### src/rtl/hnf_pocq.sv
//-----------------------------------------------------------------------------
// Module   : hnf_pocq
// Brief    : HN-F point-of-coherency queue; credit-controlled RXREQ ingress FIFO.
// Revision : 1.0
//-----------------------------------------------------------------------------
`default_nettype none

package hnf_pocq_pkg;
   typedef struct packed {
      logic [3:0]  qos;
      logic [6:0]  tgt_id;
      logic [6:0]  src_id;
      logic [7:0]  txn_id;
      logic [5:0]  opcode;
      logic [2:0]  size;
      logic [47:0] addr;
      logic        ns;
      logic [1:0]  order;
      logic [3:0]  mem_attr;
   } reqflit_t;
endpackage

module hnf_pocq
   import hnf_pocq_pkg::*;
#(
   parameter int DEPTH = 8,
   parameter int PTR_W = $clog2(DEPTH)
) (
   input  logic             clk,
   input  logic             rst_n,
   input  logic             rxreq_flitv,
   input  reqflit_t         rxreq_flit,
   output logic             rxreq_lcrdv,
   output reqflit_t         rxreq_pocq_first_entry,
   output logic             rxreq_pocq_entry_v,
   input  logic             pocq_pop,
   output logic [PTR_W:0]   pocq_count,
   output logic             pocq_ovf_err
);

   localparam int          c_cw    = PTR_W + 1;
   localparam [PTR_W:0]    c_depth = c_cw'(DEPTH);

   reqflit_t               r_mem [DEPTH];
   logic [PTR_W-1:0]       r_wr_ptr;
   logic [PTR_W-1:0]       r_rd_ptr;
   logic [PTR_W:0]         r_count;
   logic [PTR_W:0]         r_crd_out;
   logic [PTR_W:0]         r_crd_pending;
   logic                   r_lcrdv;
   logic                   r_ovf_err;

   logic                   w_push;
   logic                   w_pop;
   logic                   w_ovf;
   logic [PTR_W:0]         w_p;

   // The credit invariant guarantees a credited flit always has a free slot.
   assign w_push = rxreq_flitv && (r_crd_out != '0);
   assign w_ovf  = rxreq_flitv && (r_crd_out == '0);
   assign w_pop  = pocq_pop && (r_count != '0);
   assign w_p    = r_crd_pending + c_cw'(w_pop);

   always_ff @(posedge clk or negedge rst_n) begin
      if (!rst_n) begin
         r_wr_ptr      <= '0;
         r_rd_ptr      <= '0;
         r_count       <= '0;
         r_crd_out     <= '0;
         r_crd_pending <= c_depth;
         r_lcrdv       <= 1'b0;
         r_ovf_err     <= 1'b0;
      end else begin
         if (w_push) begin
            r_wr_ptr <= r_wr_ptr + PTR_W'(1);
         end
         if (w_pop) begin
            r_rd_ptr <= r_rd_ptr + PTR_W'(1);
         end
         case ({w_push, w_pop})
            2'b10:   r_count <= r_count + c_cw'(1);
            2'b01:   r_count <= r_count - c_cw'(1);
            default: r_count <= r_count;
         endcase
         // One credit per cycle; returned credits queue behind the backlog.
         r_lcrdv       <= (w_p != '0);
         r_crd_pending <= w_p - c_cw'(w_p != '0);
         r_crd_out     <= r_crd_out + c_cw'(r_lcrdv) - c_cw'(w_push);
         if (w_ovf) begin
            r_ovf_err <= 1'b1;
         end
      end
   end

   // Payload storage carries no reset; validity is tracked by the counters.
   always_ff @(posedge clk) begin
      if (w_push) begin
         r_mem[r_wr_ptr] <= rxreq_flit;
      end
   end

   assign rxreq_lcrdv            = r_lcrdv;
   assign rxreq_pocq_first_entry = r_mem[r_rd_ptr];
   assign rxreq_pocq_entry_v     = (r_count != '0);
   assign pocq_count             = r_count;
   assign pocq_ovf_err           = r_ovf_err;

endmodule

`default_nettype wire

### config.mk
export PLATFORM = sky130hd
export DESIGN_NAME = hnf_pocq
export DESIGN_NICKNAME = d
export VERILOG_FILES = /design/src/rtl/hnf_pocq.sv
export SDC_FILE = /design/constraint.sdc
export NUM_CORES = 1
export LEC_CHECK = 0
export ABC_AREA = 1
export CORE_AREA = 2 2 243 245
export CTS_BUF_LIST = sky130_fd_sc_hd__clkbuf_2
export DETAILED_ROUTE_END_ITERATION = 16
export DIE_AREA = 0 0 245 247
export GPL_TIMING_DRIVEN = 0
export PLACE_DENSITY = 0.77
export RECOVER_POWER = 100
export SLEW_MARGIN = 20
export SYNTH_ARGS = -nofsm -noshare
export SYNTH_HDL_FRONTEND = slang
export SYNTH_SLANG_ARGS = --single-unit
### constraint.sdc
create_clock -name clk -period 5.5 [get_ports clk]
set_input_delay 1.1 -clock clk [delete_from_list [all_inputs] [get_ports clk]]
set_output_delay 1.1 -clock clk [all_outputs]
set_load 0.01 [all_outputs]
---- Yosys cells after proc, flatten, opt, wreduce, memory -nomap -nowiden ----
Memory sizes are Yosys's and may differ from the RTL's.
Cells that the tools add are included.
operators by class
  add/subtract/negate cells ............... 8
  equality and inequality tests ........... 2
  multiplexer cells ....................... 3
  reductions and logical operators ........ 8
operators by type and width
  operator                                           count
  nonzero test 4 bit                                 3
  adder 4 x 1 -> 4 bit                               2
  case mux 4 bit (2 select lines)                    1
  subtractor 4 x 1 -> 4 bit                          2
  adder 3 x 1 -> 3 bit (second input constant)       2
  adder 4 x 1 -> 4 bit (second input constant)       1
  logical NOT 4 bit                                  1
  subtractor 4 x 1 -> 4 bit (second input constant)  1
  logical AND 1 bit                                  3
  == test 2 x 1 -> 1 bit (second input constant)     1
  == test 2 bit (second input constant)              1
  2-to-1 mux 1 bit                                   2
  nonzero test 2 bit                                 1
storage, ports and cells
  register bits ........................... 20
  bits in writable memories ............... 720
  input bits .............................. 94
  output and inout bits ................... 97
  memories kept ........................... 1
memory list
  memory  depth  bits a word  rd ports  clocked after memory_dff  write ports  RTL line  RTL
  r_mem   8      90           1         0                         1            44        reqflit_t r_mem [DEPTH];

---- Depth between registers and ports, before layout ----
Gate-level depths: netlist of run 1.
  depth in word-level cells ............... 5
  gate-level depth with buffers ........... 13
  mapped depth without buffers ............ 13

---- Worst setup path before layout of run 1 ----
OpenSTA, ideal clock, no wires.
  path type ............................... input to register
  start point ............................. input rxreq_flitv
  end point ............................... memory r_mem[0][0] (netlist bit) (enable)
  arrival ................................. 5.261 ns
  path slack .............................. -0.300 ns
  cell stages on the path ................. 3
  cell sequence ........................... nand2_1 or2_2 nor2_1
on the way
  cells in the longest elaborated chain, start to end .. 3
RTL lines
  what                                    RTL line  RTL
  from (decl)                             31        input logic rxreq_flitv,
  logical AND 1 bit                       59        assign w_push = rxreq_flitv && (r_crd_out != '0);
  2-to-1 mux 1 bit                        97        if (w_push) begin
  2-to-1 mux 1 bit (implied by the code)  98        r_mem[r_wr_ptr] <= rxreq_flit;
  to (decl)                               44
Every way passes these cells.

==> summary.md, run 1 <==
| Metric | Value |
|---|---|
| Post-synthesis area per instance | just under 10 µm² |
| Yosys warns | 0 |
| Leading area contributor after synthesis | edfxtp_1 |
| Most common cell after layout, fill and taps aside | nand2_1 |
| Sequential share of the synthesized area | 0.690 |
| CTS buffer count | 174 |
| CP delay by family, top | buffers and inverters |
| All-Layer GR Usage | 0.253 |
| Fin crit period | about 5.2 ns |
| Status | finished with violations |
| Met2 WL | around 37 mm |
| Pin count of the biggest net entering global routing | 27 |
| Fillers | between 4,000 and 5,000 |
| Final setup TNS | 0 ns |
| CTS root buffer | clkbuf_2 |
| Grt ovf | 0 |
| Routed Antenna Nets | 0 |
| Nets | between 3,000 and 4,000 |
| # rows | approximately 90 |
| Worst Setup Start Kind | flop |
| R2r startpoint | r_crd_out[2] |
| Post-CTS setup buffers | 0 |
| Max Slew Vio Count | 180 |
| Pwr/cell area | approximately 520 mW/mm² |
| WL met3 | roughly 7.1 mm |
| Failing checks | capacitance limit, slew limit |
| Initial antenna violation count | 19 |
| Period utilization | 0.952 |
| Die area | 0.0605 mm² |
| Fmax | roughly 190 MHz |
| Worst Tran Pin Value | 1.73 ns |
| DRT met1 WL | between 30 and 40 mm |
| Netlist cell types | 21 |
| LEAKAGE | between 15 and 20 nW |
| Commonest non-fill, non-tap cells in the layout | nand2_1 (1,203), nor2_1 (732), edfxtp_1 (720) |
| Worst path required time | about 4.4 ns |
| Initial core utilization | 0.551 |
| First-pass GRT wire length | 114 mm |
| RSZ-0062 raised after global routing | no |
| CP Max Fanout | 10 |
| Final Wtd Congestion | 0.789 |
| Max-Cap Viols | 10 |
| Hold_sp | rxreq_flitv |
| Synthesized instance count | 3,242 |
| Chip Width | 245 µm |
| CTS tree | built |
| Clock latency on the worst-skew pair | between 1 and 1.5 ns |
| CTS H-Tree Depth | 4 |
| Synth top area cells | edfxtp_1 (67%), nand2_1 (14%), nor2_1 (8.6%) |
| WHS Endpoint | pocq_ovf_err |
| Reg clk slew, reported paths | ~0.10 ns |
| Setup violators final | 0 |
| Pre-CTS setup slack | ~1.8 ns |
| Clock Path Buffers | 3 |
| CTS resizes | 0 |
| I/O Pins | around 190 |
| CP Class | reg2out |
| Final Util | 0.629 |
| Fin. Hold Viols | 0 |
| Syn Std Cell Area | approximately 0.032 mm² |
| WL/cell | approximately 17 µm |
| Critical path's largest stage delay | 0.88 ns |
| Router iterations before antenna repair | 6 |
| Worst Clk Skew | ~0.058 ns |
| WHS Path Cells | 3 |
| Number of remaining DRC errors | 0 |
| Net Count, Synth | roughly 3,400 |
| Tightest Hold Check Type | in2reg |
| Slew headroom | -0.160 |
| Worst setup path start | r_rd_ptr[2] |
| Yosys reg bits | 740 |
| Clock sink count | 740 |
| DR iter-0 viols | around 2,100 |
| CP Capture Type | output port |
| IO buf count | 190 |
| Die Y-Extent | approximately 250 µm |
| DR vias/cell | about 4.9 |
| Final WL | ~76 mm |
| CP bufs+invs | 3 |
| Worst Path Arrival | around 4.1 ns |
| Share of cells above drive strength 1 | 0.0993 |
| Worst setup margin | 0.263 ns |
| Max rail drop VDD | 0.342 mV |
| Crit-path slowest cell | clkbuf_1 |
| Top cell type's share of synthesized area | 0.674 |
| Worst R2R End | r_mem[7][66] |
| Dpl hpwl | 48.6 mm |
| # hold bufs at CTS | 0 |
| R2R depth | 9 |
| Max layer used | met5 |
| Area growth, synth to finish | 14.3% |
| Area of the core | 0.0582 mm² |
| Vias | 22,521 |
| Critical path cell sequence | clkbuf_1, clkbuf_1, nand2_1, nand2_1, dlygate4sd3_1 |
| Worst reg2reg setup slack | roughly 0.55 ns |
| Vias in the first global route | 21,383 |
-- layer usage --
metal  global-route usage  vias to the layer above
li1                     -                    10975
met1                0.322                    10349
met2                0.410                      977
met3               0.0640                      208
met4                0.119                       12
met5                    0                        -
-- worst min-delay path: stages --
cell and delay, ns:
clkdlybuf4s50_1 0.41, inv_1 0.06, o21bai_1 0.07
-- sequential cells by signal (all words and copies together) (netlist names) --
signal and cells:
pocq_count 4, pocq_ovf_err 1, r_crd_out 4, r_crd_pending 4
r_mem 720, r_rd_ptr 3, r_wr_ptr 3, rxreq_lcrdv 1
-- power breakdown --
group          internal, mW  total (mW)  switching (mW)
Combinational          2.86        8.32            5.45
Clock                  1.36        3.47            2.11
Sequential             7.09        7.30           0.201
Total                  11.3        19.1            7.76
-- cell families after synthesis --
kind of cell / synth area share
AND/OR/NAND/NOR: 0.228
AO/OA/AOI/OAI: 0.00101
flip-flops: 0.690
XOR/XNOR: 0.00300
buffers and inverters: 0.0712
adder cells (fa/ha/maj): 0.00671
-- worst max path at each step --
stage / endpoint / depth (start not counted) / slack [ns]
after floorplan: r_mem[0][0] / 3 / -0.30
after detailed placement: rxreq_pocq_first_entry[14] / 5 / 1.81
after CTS: rxreq_pocq_first_entry[13] / 5 / 0.26
after global placement: r_mem[0][66] / 4 / -4.04
after global routing: rxreq_pocq_first_entry[26] / 9 / 0.08
final: rxreq_pocq_first_entry[13] / 5 / 0.26
-- Yosys cell counts (all sizes together) --
cell type,n
fa,2
a21oi,1
o21bai,1
ha,14
clkbuf,12
dfrtp,19
nor2,732
xnor2,8
or2,2
o21ai,4
edfxtp,720
nand3,9
nand2,1203
xor2,3
buf,126
inv,385
dfstp,1
-- stage by stage --
step	total power [mW]	cells	cell area [µm²]	hold slack (ns)
2_1_floorplan	12.5	3242	32100	0.482
3_3_place_gp	15.8	4205	35000	0.465
3_5_place_dp	16.1	4237	35700	0.465
4_1_cts	19.6	4541	37300	0.135
5_1_grt	20.4	4547	36600	0.220
6_report	19.1	4553	36700	0.332
-- final cells by class --
class,count,area (µm²),share of cell area
antenna,12,30.0,0.000819
buffer,138,837,0.0228
clock buffer,251,1260,0.0343
clock inverter,53,294,0.00802
inverter,385,1450,0.0394
multi-input combinational,1979,7660,0.209
sequential,740,22100,0.604
tap,773,967,0.0264
timing repair buffer,222,2040,0.0556
Note: power is estimated with default switching activity, not from simulation.
==> inputs of run 2 (changes only) <==
--- a/config.mk
+++ b/config.mk
@@ -6,10 +6,10 @@
 export NUM_CORES = 1
 export LEC_CHECK = 0
 export ABC_AREA = 1
-export CORE_AREA = 2 2 243 245
+export CORE_AREA = 2 2 280 213
 export CTS_BUF_LIST = sky130_fd_sc_hd__clkbuf_2
 export DETAILED_ROUTE_END_ITERATION = 16
-export DIE_AREA = 0 0 245 247
+export DIE_AREA = 0 0 282 215
 export GPL_TIMING_DRIVEN = 0
 export PLACE_DENSITY = 0.77
 export RECOVER_POWER = 100
==> run 2 against run 1 <==
  * Sequential power about the same
  * Final cell count rose by 0.20%
  * Non-clock buffer count is 5 higher
  * The flow still finishes with violations (capacitance limit, slew limit)
==> summary.md, run 2 (synthesized netlist as in run 1, its figures left out) <==
| Metric | Value |
|---|---|
| Initial core utilization | 0.552 (was 0.551) |
| Grt ovf | 0 (unchanged) |
| DR iter-0 viols | 2,240 (was 2,125) |
| Period utilization | 0.962 (was 0.952) |
| Area growth, synth to finish | 14.3% (about the same) |
| CTS tree | built (unchanged) |
| Setup violators final | 0 (unchanged) |
| # hold bufs at CTS | 0 (unchanged) |
| Slew headroom | -0.306 (was -0.160) |
| Vias in the first global route | 21,843 (was 21,383) |
| CTS buffer count | 175 (was 174) |
| Tightest Hold Check Type | in2reg (unchanged) |
| Reg clk slew, reported paths | 0.12 ns (was 0.10 ns) |
| CTS resizes | 0 (unchanged) |
| Chip Width | 282 µm (was 245 µm) |
| Post-CTS setup buffers | 0 (unchanged) |
| Fin area | 0.0367 mm² (about the same) |
| Clock latency on the worst-skew pair | 1.36 ns (was 1.35 ns) |
| LEAKAGE | 16.2 nW (was 16.1 nW) |
| Fillers | 4,525 (was 4,466) |
| Pin count of the biggest net entering global routing | 24 (was 27) |
| All-Layer GR Usage | 0.267 (was 0.253) |
| First-pass GRT wire length | 120 mm (was 114 mm) |
| Met2 WL | 37.0 mm (was 36.7 mm) |
| Max layer used | met5 (unchanged) |
| Worst Tran Pin Value | 1.95 ns (was 1.73 ns) |
| Commonest non-fill, non-tap cells in the layout | nand2_1 (1,203), nor2_1 (732), edfxtp_1 (720) (unchanged) |
| Largest register FFs | 720 (unchanged) |
| I/O Pins | 191 (unchanged) |
| DRT met1 WL | 32.0 mm (was 30.1 mm) |
| Net Sw Frac | 0.411 (was 0.407) |
| DR vias/cell | 4.95 (about the same) |
| CTS root buffer | clkbuf_2 (unchanged) |
| Dpl hpwl | 50.2 mm (was 48.6 mm) |
| Top reg by flops | r_mem (unchanged) |
| Final WL | 79.7 mm (was 76.4 mm) |
| Most common cell after layout, fill and taps aside | nand2_1 (unchanged) |
| Worst path required time | 4.40 ns (about the same) |
| Router iterations before antenna repair | 6 (unchanged) |
| # rows | 77 (was 89) |
| Worst Clk Skew | 0.0783 ns (was 0.0580 ns) |
| CTS H-Tree Depth | 4 (unchanged) |
| RSZ-0062 raised after global routing | no (unchanged) |
| Die area | 0.0606 mm² (was 0.0605 mm²) |
| Initial antenna violation count | 16 (was 19) |
| Max rail drop VDD | 0.292 mV (was 0.342 mV) |
| IO buf count | 190 (unchanged) |
| CP Max Fanout | 10 (unchanged) |
| CP Class | reg2out (unchanged) |
| Fin. Hold Viols | 0 (unchanged) |
| Vias | 22,602 (was 22,521) |
| Die Y-Extent | 215 µm (was 247 µm) |
| Routed Antenna Nets | 0 (unchanged) |
| WL/cell | 17.5 µm (was 16.8 µm) |
| Worst Path Arrival | 4.19 ns (was 4.14 ns) |
| Pwr/cell area | 523 mW/mm² (was 521 mW/mm²) |
| Final Wtd Congestion | 0.799 (was 0.789) |
| Clock sink count | 740 (unchanged) |
| Max-Cap Viols | 9 (was 10) |
| Fin cells | 4,562 (was 4,553) |
| Area of the core | 0.0581 mm² (was 0.0582 mm²) |
| Max Slew Vio Count | 184 (was 180) |
| WL met3 | 8.07 mm (was 7.09 mm) |
| CP Capture Type | output port (unchanged) |
| Placed Cells | 4,259 (was 4,237) |
| P_int | 11.3 mW (about the same) |
| Logic pwr share | 0.443 (was 0.436) |
| Failing checks | capacitance limit, slew limit (unchanged) |
| Nets | 3,756 (was 3,750) |
| Clock Path Buffers | 3 (unchanged) |
| Status | finished with violations (unchanged) |
| P_sw | 7.88 mW (was 7.76 mW) |
| Fmax | 189 MHz (was 191 MHz) |
| Flop pwr share | 0.380 (was 0.382) |
| Clk pwr share | 0.177 (was 0.182) |
| Worst Setup Start Kind | flop (unchanged) |
| Share of cells above drive strength 1 | 0.102 (was 0.0993) |
| Fin crit period | 5.29 ns (was 5.24 ns) |
| Number of remaining DRC errors | 0 (unchanged) |
| Placed inst area | 0.0359 mm² (was 0.0357 mm²) |
==> run 2: changes by cell type in the layout (fill, tap and decap cells not counted), sizes merged <==
cell	previous run	this run
diode	12	10
clkinvlp	3	0
dlygate4sd3	171	161
buf	124	126
clkdlybuf4s50	19	29
dlymetal6s4s	0	1
clkbuf	297	310
clkinv	41	24
bufinv	3	1
==> run 2: layout make-up <==
cell class	count	area, µm²	area share
flip-flops and latches	740	22100	0.604
well taps	790	988	0.0270
inverters	385	1450	0.0394
multi-input cells	1979	7660	0.209
clock inverters	31	144	0.00393
repair buffers	227	2110	0.0576
clock buffers	262	1310	0.0358
diodes	10	25.0	0.000683
plain buffers	138	838	0.0229
==> run 2: routing by layer <==
metal  track usage  vias to the layer above
met5             0                        -
li1              -                    10978
met4         0.131                       10
met1         0.356                    10335
met3        0.0559                      198
met2         0.418                     1081
==> run 2: path summary, 6_finish.rpt <==
path | slack (ns) | start | cells after the start | end
max | 0.21 | r_rd_ptr[0] | 9 | rxreq_pocq_first_entry[60]
min | 0.32 | rxreq_flitv | 3 | pocq_ovf_err
max reg2reg | 0.32 | r_crd_out[2] | 8 | r_mem[2][63]
min reg2reg | 0.48 | pocq_ovf_err | 1 | pocq_ovf_err
max in group asynchronous | 4.54 | rst_n | 1 | r_crd_out[3]
min in group asynchronous | 0.33 | rst_n | 1 | r_wr_ptr[0]
==> run 2: worst max-delay path, stage by stage, from the launching register on <==
cell and delay, ns:
dfrtp_1 0.37, buf_4 0.18, clkbuf_1 0.82, clkbuf_2 0.47
nand2_1 0.09, nand2_1 0.07, nand2_1 0.04, nand2_1 0.05
nand2_1 0.10, dlygate4sd3_1 0.62
==> run 2: power groups by stage <==
stage	Clock (mW)	Combinational [mW]	Sequential [mW]
3_5_place_dp	0	8.90	7.38
6_report	3.39	8.49	7.29
5_1_grt	3.73	9.36	7.35
2_1_floorplan	0	5.04	7.45
4_1_cts	3.46	8.94	7.26
3_3_place_gp	0	8.38	7.55
==> run 2: per-stage QoR <==
| stage | power (mW) | worst slack, ns | util | hold WS, ns | setup TNS, ns |
|---|---|---|---|---|---|
| after global routing | 20.4 | 0.176 | 0.631 | 0.290 | 0 |
| final | 19.2 | 0.208 | 0.631 | 0.322 | 0 |
| after CTS | 19.7 | 0.366 | 0.643 | 0.146 | 0 |
| after detailed placement | 16.3 | 1.78 | 0.618 | 0.465 | 0 |
| after global placement | 15.9 | -4.09 | 0.602 | 0.462 | -1990.05 |
| after floorplan | 12.5 | -0.300 | - | 0.482 | -107.92 |
